<file path="config.mk">
export PLATFORM = sky130hd
export DESIGN_NAME = wshb_pattern_writer_flat
export DESIGN_NICKNAME = d
export VERILOG_FILES = /design/src/rtl/video_pkg.sv /design/src/rtl/wshb_if.sv /design/src/rtl/xy_scan.sv /design/src/rtl/wshb_pattern_writer.sv /design/src/flat_wrapper.sv
export SDC_FILE = /design/constraint.sdc
export NUM_CORES = 1
export LEC_CHECK = 0
export BUFFER_PORTS_ARGS = -buffer_cell sky130_fd_sc_hd__buf_2
export CORE_UTILIZATION = 49
export CTS_CLUSTER_SIZE = 40
export DETAILED_ROUTE_END_ITERATION = 6
export PLACE_DENSITY = 0.85
export SYNTH_ARGS = -nofsm -noshare
export SYNTH_HDL_FRONTEND = slang
export SYNTH_SLANG_ARGS = --single-unit
</file>
<file path="constraint.sdc">
create_clock -name sys_clk -period 2.4 [get_ports sys_clk]
set_input_delay 0.24 -clock sys_clk [delete_from_list [all_inputs] [get_ports sys_clk]]
set_output_delay 0.24 -clock sys_clk [all_outputs]
set_load 0.05 [all_outputs]
</file>
<file path="src/rtl/video_pkg.sv">
// Shared video definitions: frame defaults, pixel colours and the pattern writer FSM encoding.
package video_pkg;

    localparam int DEF_HDISP = 800;
    localparam int DEF_VDISP = 480;

    localparam logic [31:0] PIX_WHITE = 32'h00FF_FFFF;
    localparam logic [31:0] PIX_BLACK = 32'h0000_0000;

    typedef enum logic [1:0] {
        PW_IDLE  = 2'd0,
        PW_WRITE = 2'd1,
        PW_GAP   = 2'd2,
        PW_DONE  = 2'd3
    } pw_state_t;

    // True when a coordinate lies on a grid line; grid must be a power of two.
    function automatic logic onGrid(input logic [31:0] coord, input int grid);
        return (coord & 32'(grid - 1)) == 32'd0;
    endfunction

endpackage

</file>
<file path="src/rtl/wshb_if.sv">
// Wishbone B4 classic bus bundle with master and slave views.
interface wshb_if #(
    parameter int DATA_BYTES = 1,
    parameter int ADR_WIDTH  = 32
) ();

    logic [8*DATA_BYTES-1:0] dat_ms;
    logic [8*DATA_BYTES-1:0] dat_sm;
    logic [ADR_WIDTH-1:0]    adr;
    logic                    cyc;
    logic                    stb;
    logic                    we;
    logic [DATA_BYTES-1:0]   sel;
    logic                    ack;
    logic                    err;
    logic                    rty;
    logic [2:0]              cti;
    logic [1:0]              bte;

    modport master (
        output cyc, stb, we, sel, adr, dat_ms, cti, bte,
        input  ack, err, rty, dat_sm
    );

    modport slave (
        input  cyc, stb, we, sel, adr, dat_ms, cti, bte,
        output ack, err, rty, dat_sm
    );

endinterface

</file>
<file path="src/rtl/xy_scan.sv">
// Raster x/y counter: clear to (0,0), advance one pixel in row-major order, flag the last pixel.
module xy_scan
    import video_pkg::*;
#(
    parameter int HDISP = DEF_HDISP,
    parameter int VDISP = DEF_VDISP,
    localparam int XW   = (HDISP > 1) ? $clog2(HDISP) : 1,
    localparam int YW   = (VDISP > 1) ? $clog2(VDISP) : 1
) (
    input  logic          clk,
    input  logic          rst,
    input  logic          clear_i,
    input  logic          advance_i,
    output logic [XW-1:0] x_o,
    output logic [YW-1:0] y_o,
    output logic          last_o
);

    localparam logic [XW-1:0] XMAX = XW'(HDISP - 1);
    localparam logic [YW-1:0] YMAX = YW'(VDISP - 1);

    logic [XW-1:0] x_q, x_d;
    logic [YW-1:0] y_q, y_d;

    always_comb begin
        x_d = x_q;
        y_d = y_q;
        if (clear_i) begin
            x_d = '0;
            y_d = '0;
        end else if (advance_i) begin
            if (x_q == XMAX) begin
                x_d = '0;
                y_d = (y_q == YMAX) ? '0 : y_q + 1'b1;
            end else begin
                x_d = x_q + 1'b1;
            end
        end
    end

    always_ff @(posedge clk) begin
        if (rst) begin
            x_q <= '0;
            y_q <= '0;
        end else begin
            x_q <= x_d;
            y_q <= y_d;
        end
    end

    assign x_o    = x_q;
    assign y_o    = y_q;
    assign last_o = (x_q == XMAX) && (y_q == YMAX);

endmodule

</file>
<file path="src/rtl/wshb_pattern_writer.sv">
// Wishbone classic master that writes one grid-pattern frame into SDRAM, retrying on err/rty.
module wshb_pattern_writer
    import video_pkg::*;
#(
    parameter int          HDISP    = DEF_HDISP,
    parameter int          VDISP    = DEF_VDISP,
    parameter int          GRID     = 16,
    parameter logic [31:0] BASE_ADR = 32'h0
) (
    input  logic   sys_clk,
    input  logic   sys_rst,
    input  logic   start,
    output logic   busy,
    output logic   done,
    wshb_if.master wshb_ifm
);

    localparam int XW = (HDISP > 1) ? $clog2(HDISP) : 1;
    localparam int YW = (VDISP > 1) ? $clog2(VDISP) : 1;

    pw_state_t     state_q, state_d;
    logic [31:0]   adr_q, adr_d;
    logic          scanClear;
    logic          scanAdvance;
    logic          lastPix;
    logic [XW-1:0] xPos;
    logic [YW-1:0] yPos;
    logic [31:0]   pixel;

    xy_scan #(
        .HDISP(HDISP),
        .VDISP(VDISP)
    ) u_scan (
        .clk      (sys_clk),
        .rst      (sys_rst),
        .clear_i  (scanClear),
        .advance_i(scanAdvance),
        .x_o      (xPos),
        .y_o      (yPos),
        .last_o   (lastPix)
    );

    // ack wins over err/rty; a failed transfer parks in GAP and repeats the same pixel.
    always_comb begin
        state_d     = state_q;
        adr_d       = adr_q;
        scanClear   = 1'b0;
        scanAdvance = 1'b0;
        case (state_q)
            PW_IDLE, PW_DONE: begin
                if (start) begin
                    state_d   = PW_WRITE;
                    scanClear = 1'b1;
                    adr_d     = BASE_ADR;
                end
            end
            PW_WRITE: begin
                if (wshb_ifm.ack) begin
                    adr_d = adr_q + 32'd4;
                    if (lastPix) begin
                        state_d = PW_DONE;
                    end else begin
                        scanAdvance = 1'b1;
                    end
                end else if (wshb_ifm.err || wshb_ifm.rty) begin
                    state_d = PW_GAP;
                end
            end
            PW_GAP: begin
                state_d = PW_WRITE;
            end
            default: begin
                state_d = PW_IDLE;
            end
        endcase
    end

    always_ff @(posedge sys_clk) begin
        if (sys_rst) begin
            state_q <= PW_IDLE;
            adr_q   <= '0;
        end else begin
            state_q <= state_d;
            adr_q   <= adr_d;
        end
    end

    assign pixel = (onGrid(32'(xPos), GRID) || onGrid(32'(yPos), GRID)) ? PIX_WHITE : PIX_BLACK;

    always_comb begin
        wshb_ifm.cyc    = 1'b0;
        wshb_ifm.stb    = 1'b0;
        wshb_ifm.we     = 1'b0;
        wshb_ifm.sel    = '0;
        wshb_ifm.adr    = '0;
        wshb_ifm.dat_ms = '0;
        wshb_ifm.cti    = 3'b000;
        wshb_ifm.bte    = 2'b00;
        if (state_q == PW_WRITE) begin
            wshb_ifm.cyc    = 1'b1;
            wshb_ifm.stb    = 1'b1;
            wshb_ifm.we     = 1'b1;
            wshb_ifm.sel    = '1;
            wshb_ifm.adr    = adr_q;
            wshb_ifm.dat_ms = pixel;
        end
    end

    assign busy = (state_q == PW_WRITE) || (state_q == PW_GAP);
    assign done = (state_q == PW_DONE);

endmodule

</file>
<file path="src/flat_wrapper.sv">
// flat-port wrapper written by rule: the top's interface ports become plain ports
module wshb_pattern_writer_flat import video_pkg::*;
#(
    parameter int          HDISP    = DEF_HDISP,
    parameter int          VDISP    = DEF_VDISP,
    parameter int          GRID     = 16,
    parameter logic [31:0] BASE_ADR = 32'h0
)
  (sys_clk, sys_rst, start, busy, done, wshb_ifm_cyc, wshb_ifm_stb, wshb_ifm_we, wshb_ifm_sel, wshb_ifm_adr, wshb_ifm_dat_ms, wshb_ifm_cti, wshb_ifm_bte, wshb_ifm_ack, wshb_ifm_err, wshb_ifm_rty, wshb_ifm_dat_sm);
  wshb_if #(.DATA_BYTES(4)) wshb_ifm_i ();
  input  logic sys_clk;
  input  logic sys_rst;
  input  logic start;
  output logic busy;
  output logic done;
  output wire logic [$bits(wshb_ifm_i.cyc)-1:0] wshb_ifm_cyc;
  output wire logic [$bits(wshb_ifm_i.stb)-1:0] wshb_ifm_stb;
  output wire logic [$bits(wshb_ifm_i.we)-1:0] wshb_ifm_we;
  output wire logic [$bits(wshb_ifm_i.sel)-1:0] wshb_ifm_sel;
  output wire logic [$bits(wshb_ifm_i.adr)-1:0] wshb_ifm_adr;
  output wire logic [$bits(wshb_ifm_i.dat_ms)-1:0] wshb_ifm_dat_ms;
  output wire logic [$bits(wshb_ifm_i.cti)-1:0] wshb_ifm_cti;
  output wire logic [$bits(wshb_ifm_i.bte)-1:0] wshb_ifm_bte;
  input wire logic [$bits(wshb_ifm_i.ack)-1:0] wshb_ifm_ack;
  input wire logic [$bits(wshb_ifm_i.err)-1:0] wshb_ifm_err;
  input wire logic [$bits(wshb_ifm_i.rty)-1:0] wshb_ifm_rty;
  input wire logic [$bits(wshb_ifm_i.dat_sm)-1:0] wshb_ifm_dat_sm;
  assign wshb_ifm_cyc = wshb_ifm_i.cyc;
  assign wshb_ifm_stb = wshb_ifm_i.stb;
  assign wshb_ifm_we = wshb_ifm_i.we;
  assign wshb_ifm_sel = wshb_ifm_i.sel;
  assign wshb_ifm_adr = wshb_ifm_i.adr;
  assign wshb_ifm_dat_ms = wshb_ifm_i.dat_ms;
  assign wshb_ifm_cti = wshb_ifm_i.cti;
  assign wshb_ifm_bte = wshb_ifm_i.bte;
  assign wshb_ifm_i.ack = wshb_ifm_ack;
  assign wshb_ifm_i.err = wshb_ifm_err;
  assign wshb_ifm_i.rty = wshb_ifm_rty;
  assign wshb_ifm_i.dat_sm = wshb_ifm_dat_sm;
  wshb_pattern_writer #(.HDISP(HDISP), .VDISP(VDISP), .GRID(GRID), .BASE_ADR(BASE_ADR)) u_core (.sys_clk(sys_clk), .sys_rst(sys_rst), .start(start), .busy(busy), .done(done), .wshb_ifm(wshb_ifm_i));
endmodule
</file>
* After elaboration in Yosys (flattened, before gate mapping)
Index checks and enable logic that the tools add are counted.
** Storage, ports and cells
- Register bits :: 53
- Bits in latches :: 0
- Memory bits (writable) :: 0
- ROM bits :: 0
- Bits of input ports :: 38
- Output and inout port bits :: 78
- Logic and storage cells :: 49
- Memories kept :: 0
** Operators by class
- Add/sub/neg operators :: 3
- Multiply operators :: 0
- Div/mod/pow operators :: 0
- $lt $le $gt $ge :: 0
- Equality and inequality tests :: 9
- Shifts and indexed selects :: 0
- Multiplexer cells :: 20
- Bitwise gates (word level) :: 0
- Reductions and logical operators :: 13
** Operator list (number)
- $mux 32 :: 4
- $logic_not 32->1 :: 2
- $pmux 32 s2 :: 1
- $add 32x3->32 const B :: 1
- $mux 24 :: 1
- $add 10x1->10 const B :: 1
- $eq 10x10->1 const B :: 1
- $mux 10 :: 1
- $add 9x1->9 const B :: 1
- $eq 9x9->1 const B :: 1
- $mux 9 :: 1
- $mux 2 :: 4
- $mux 1 :: 6
- $ne 3x2->1 const B :: 2
- $pmux 2 s3 :: 1
- $reduce_and 3->1 :: 2
- $eq 2x2->1 const B :: 2
- $mux 4 :: 1
- $ne 2x2->1 const B :: 2
- $reduce_or 2->1 :: 2
- $logic_or 1x1->1 :: 3
- $eq 2x1->1 const B :: 1
- $logic_not 2->1 :: 1
- $reduce_and 2->1 :: 1
- other kinds (2) :: 2

* Depth between registers and ports, before layout
- Word-level depth :: 6
- Depth in mapped cells :: 8
- Depth with buffers taken out :: 7

* Modules after synthesis
Synthesis repeated with hierarchy kept, for this count alone.
** Unflattened totals
- Cells, all modules :: 384
- Area, all modules :: 3170.5 um2
** Modules (own cells, without submodules)
- wshb_pattern_writer :: instances 1, cells an instance 281, area an instance 2253.4 um2, seq. area each 640.6 um2
- xy_scan :: instances 1, cells an instance 103, area an instance 917.1 um2, seq. area each 380.4 um2

* Worst setup path after synthesis
Ideal clock, no wire load.
- Path type :: reg2out
- Start point :: register u_core.state_q[0]
- End point :: output port wshb_ifm_dat_ms[10]
- Arrival time :: 3161 ps
- Required time :: 2160 ps
- Setup slack :: -1001 ps
- Stages on the path, launching flop included :: 5
- Buffers on the path :: 2
- Cells stage by stage :: dfxtp_1 -> ha_1 -> clkbuf_1 -> nor2b_1 -> buf_4
** On the way
- Word-level cells in the longest chain between the ends :: 2
** Ends and longest elaborated chain
- start: declaration :: RTL line wshb_pattern_writer.sv:21 : pw_state_t state_q, state_d;
- start signal: assignment :: RTL line wshb_pattern_writer.sv:83 : state_q <= state_d;
- $eq 2x1->1 :: RTL line wshb_pattern_writer.sv:99 : if (state_q == PW_WRITE) begin
- $mux 32 :: RTL line wshb_pattern_writer.sv:99
- end: declaration :: RTL line flat_wrapper.sv:21 : output wire logic [$bits(wshb_ifm_i.dat_ms)-1:0] wshb_ifm_dat_ms;
Every way passes these cells.

* Final worst setup path
- Start point :: register u_core.state_q[0]
- End point :: output port wshb_ifm_dat_ms[17]
Same word-level chain as after synthesis.

==> impl_metrics.toml <==
[logic_synthesis]
synth-xor-area-share_pct = 9.180
synth_edf_count = 0
avgSynthCellArea_um2 = 8.185
synth-adder-area-share_pct = 2.869
yosys.area_share.simple_pct = 30.74
synthMuxAreaShare_pct = 1.352
yosys_warnings = 0
synth_compound_area_share_pct = 8.115
synth-main-ff-cell = "dfxtp_1"
ys_seq_elements = 51
synth_area_um2 = 3053
async_flop_share_pct = 0
synth-seq-area-share_pct = 33.44
synth.distinct_cells = 40
synth_top_family_by_area = "simple AND/OR/NAND/NOR gates"
syn-instance-count = 373

[finish]
layout_commonest_cell = "buf_2"
final_cell_mix = "buf_2, dfxtp_1, nor2_1"
drive_above_1_share_pct = 23.08
syn_to_final_growth_pct = 10.04
antenna_cells = 0
nNetsFinal = 461

[timing]
slew_violations = 0
max-slew-margin-rel_pct = 63.65
hold_violations = 0
skew_ps = 13.08
min_period_ps = 2245
holdWs_ps = 165.8
fmax_mhz = 445.5
setup_viol = 0
rsz0062_at_grt = "false"
fin_tns_setup_ps = 0
worstMarginPinSlew_ps = 531.5
period_share_pct = 93.53

[routing]
route.met2.wl_mm = 3.100
vias_per_cell = 5.242
drcViolationCount = 0
drt_iter0_drc = 107
wl_met1_mm = 2.699
wirelength_mm = 6.130
first_pass_iters = 4
wl_met3_um = 268
vias = 2574
ant_nets = 0
topRoutingLayerUsed = "met4"
post_drt_wl_per_cell_um = 12.48

[power]
p_leak_nw = 1.446
power_density_nw_per_um2 = 674.3
peakVddDrop_mv = 0.5238

[global_routing]
grt_pass1_vias = 2318
grt_overflow = 0
antenna_found_initial = 0
grt_usage_pct = 19.89
grt_max_degree = 45
grt_pass1_wl_mm = 10.34

[setup_path]
crit_slowest_cell = "nor2b_2"
slowest_delay_ps = 400
crit_path_cell_trace = "ha_2, buf_4, nor2b_2, buf_2"
cp-start-kind = "flip-flop"
worstPathRequired_ps = 2160
r2r_setup_slack_ps = 180
r2r_end = "u_core.adr_q[26]$_SDFFE_PP0P_"
worstSetupEndpointType = "output port"
crit_fanout = 45
critical_path_class = "reg -> out"
arrival_ps = 2000
reg2reg_depth = 8
r2r-start = "u_core.state_q[1]$_SDFFE_PP0P_"

[die]
dieArea_um2 = 6550
core_area_um2 = 5956
die_h_um = 80.94
pin_count = 116
rows = 28
die_w_um = 80.94
initial_utilization_pct = 51.26

[hold_path]
hp-start = "sys_rst"
holdPathStages = 2
min_to = "u_core.adr_q[2]$_SDFFE_PP0P_"
hold_path_class = "in -> reg"

[clock_network]
cts_buffer_depth = 2
insertion_delay_ps = 310
post_cts_buffers = 0
cts_tree = "done"
htreeDepth = 2
cts_resized = 0
postCtsHoldBufs = 0
numCtsBuffers = 5
path_clk_slew_ps = 90
cts_root_buf = "clkbuf_8"
cts.sinks = 51

[place]
port_buffers = 68
place.gp.congestion = 0.8222
hpwlAfterDp_mm = 4.439

[flow_run]
cap_violations = 0

[outcome]
status = "completed"
[worst max-delay path, delay by kind of cell (launching register included)]
kind | cells | cell delay, ps
buffers and inverters | 2 | 670
adder cells (fa/ha/maj) | 1 | 230
AND/OR/NAND/NOR | 1 | 400
flip-flops | 1 | 390
[cells by family (layout without fill, tap and decap cells)]
| logic type | Yosys count | after routing |
|---|---|---|
| fa+ha+maj | 7 | 7 |
| other cells | 1 | 15 |
| xor+xnor | 32 | 32 |
| flops | 51 | 51 |
| simple gates | 168 | 169 |
| mux | 4 | 4 |
| compound gates | 41 | 41 |
| buf+inv | 69 | 97 |
[cells in the mapped netlist (all sizes together) (3+ instances only)]
cell type  count  area (um^2)
a21oi         17        85.08
and3           7        43.79
dfxtp         51         1021
nand2         18        75.07
nand4         15        93.84
buf           51        365.4
nor2b          6        37.54
xor2          21        183.9
xnor2         11        96.34
clkbuf         7        26.28
inv           11        41.29
o21ai          9        45.04
or4            8        60.06
ha             7        87.58
or3            4        25.02
mux2i          3        30.03
nor2          45        168.9
o31ai          8        60.06
nand3         17        95.09
and2          33        206.5
and4           6        52.55
nor4           3        18.77
[registers in the layout, summed over array words and instances (netlist names)]
register	cells
u_core.adr_q	30
u_core.state_q	2
u_core.u_scan.x_o	10
u_core.u_scan.y_o	9
[worst max-delay path by stage]
stage                                        start                             to  slack (ps)
CTS                 u_core.state_q[0]$_SDFFE_PP0P_            wshb_ifm_dat_ms[20]         120
detailed placement  u_core.state_q[1]$_SDFFE_PP0P_  u_core.adr_q[28]$_SDFFE_PP0P_         230
global placement    u_core.state_q[1]$_SDFFE_PP0P_  u_core.adr_q[26]$_SDFFE_PP0P_         280
finish              u_core.state_q[0]$_SDFFE_PP0P_            wshb_ifm_dat_ms[17]         160
global route        u_core.state_q[0]$_SDFFE_PP0P_            wshb_ifm_dat_ms[17]           3
floorplan           u_core.state_q[0]$_SDFFE_PP0P_            wshb_ifm_dat_ms[10]         180
[power by group]
part	leakage [nW]	switching, W	internal [W]	total [W]
Combinational	0.985	0.000658	0.000150	0.000808
Clock	0.0502	0.000287	0.000305	0.000592
Sequential	0.411	0.0000101	0.000855	0.000865
Total	1.45	0.000955	0.00131	0.00227
[metrics by stage]
step | utilization [%] | area [um^2] | total power, W | instances | setup WS (ps)
after floorplan | - | 3115 | 0.001679 | 387 | 176.9
after global placement | 54.47 | 3244 | 0.001677 | 483 | 278.2
after detailed placement | 54.47 | 3244 | 0.001688 | 483 | 232.1
after CTS | 56.26 | 3351 | 0.002274 | 490 | 120.2
after global routing | 56.41 | 3359 | 0.002345 | 491 | 2.762
final | 56.41 | 3359 | 0.002265 | 491 | 155.2
[cell type report]
class                   count  area [um^2]
clock buffers               5        68.82
clock inverters             2        37.54
fillers                   572         2596
inverters                  11        41.29
multi-input cells         268         1674
flip-flops and latches     51         1021
well taps                  75        93.84
repair buffers             79        422.9
[layer usage]
metal  vias to the layer above  GRT usage, %
li1                       1294             -
met1                      1206         23.66
met2                        67         35.21
met3                         7         4.270
met4                         0         6.607
met5                         -             0
No activity file was read; power rests on OpenSTA's default activity.
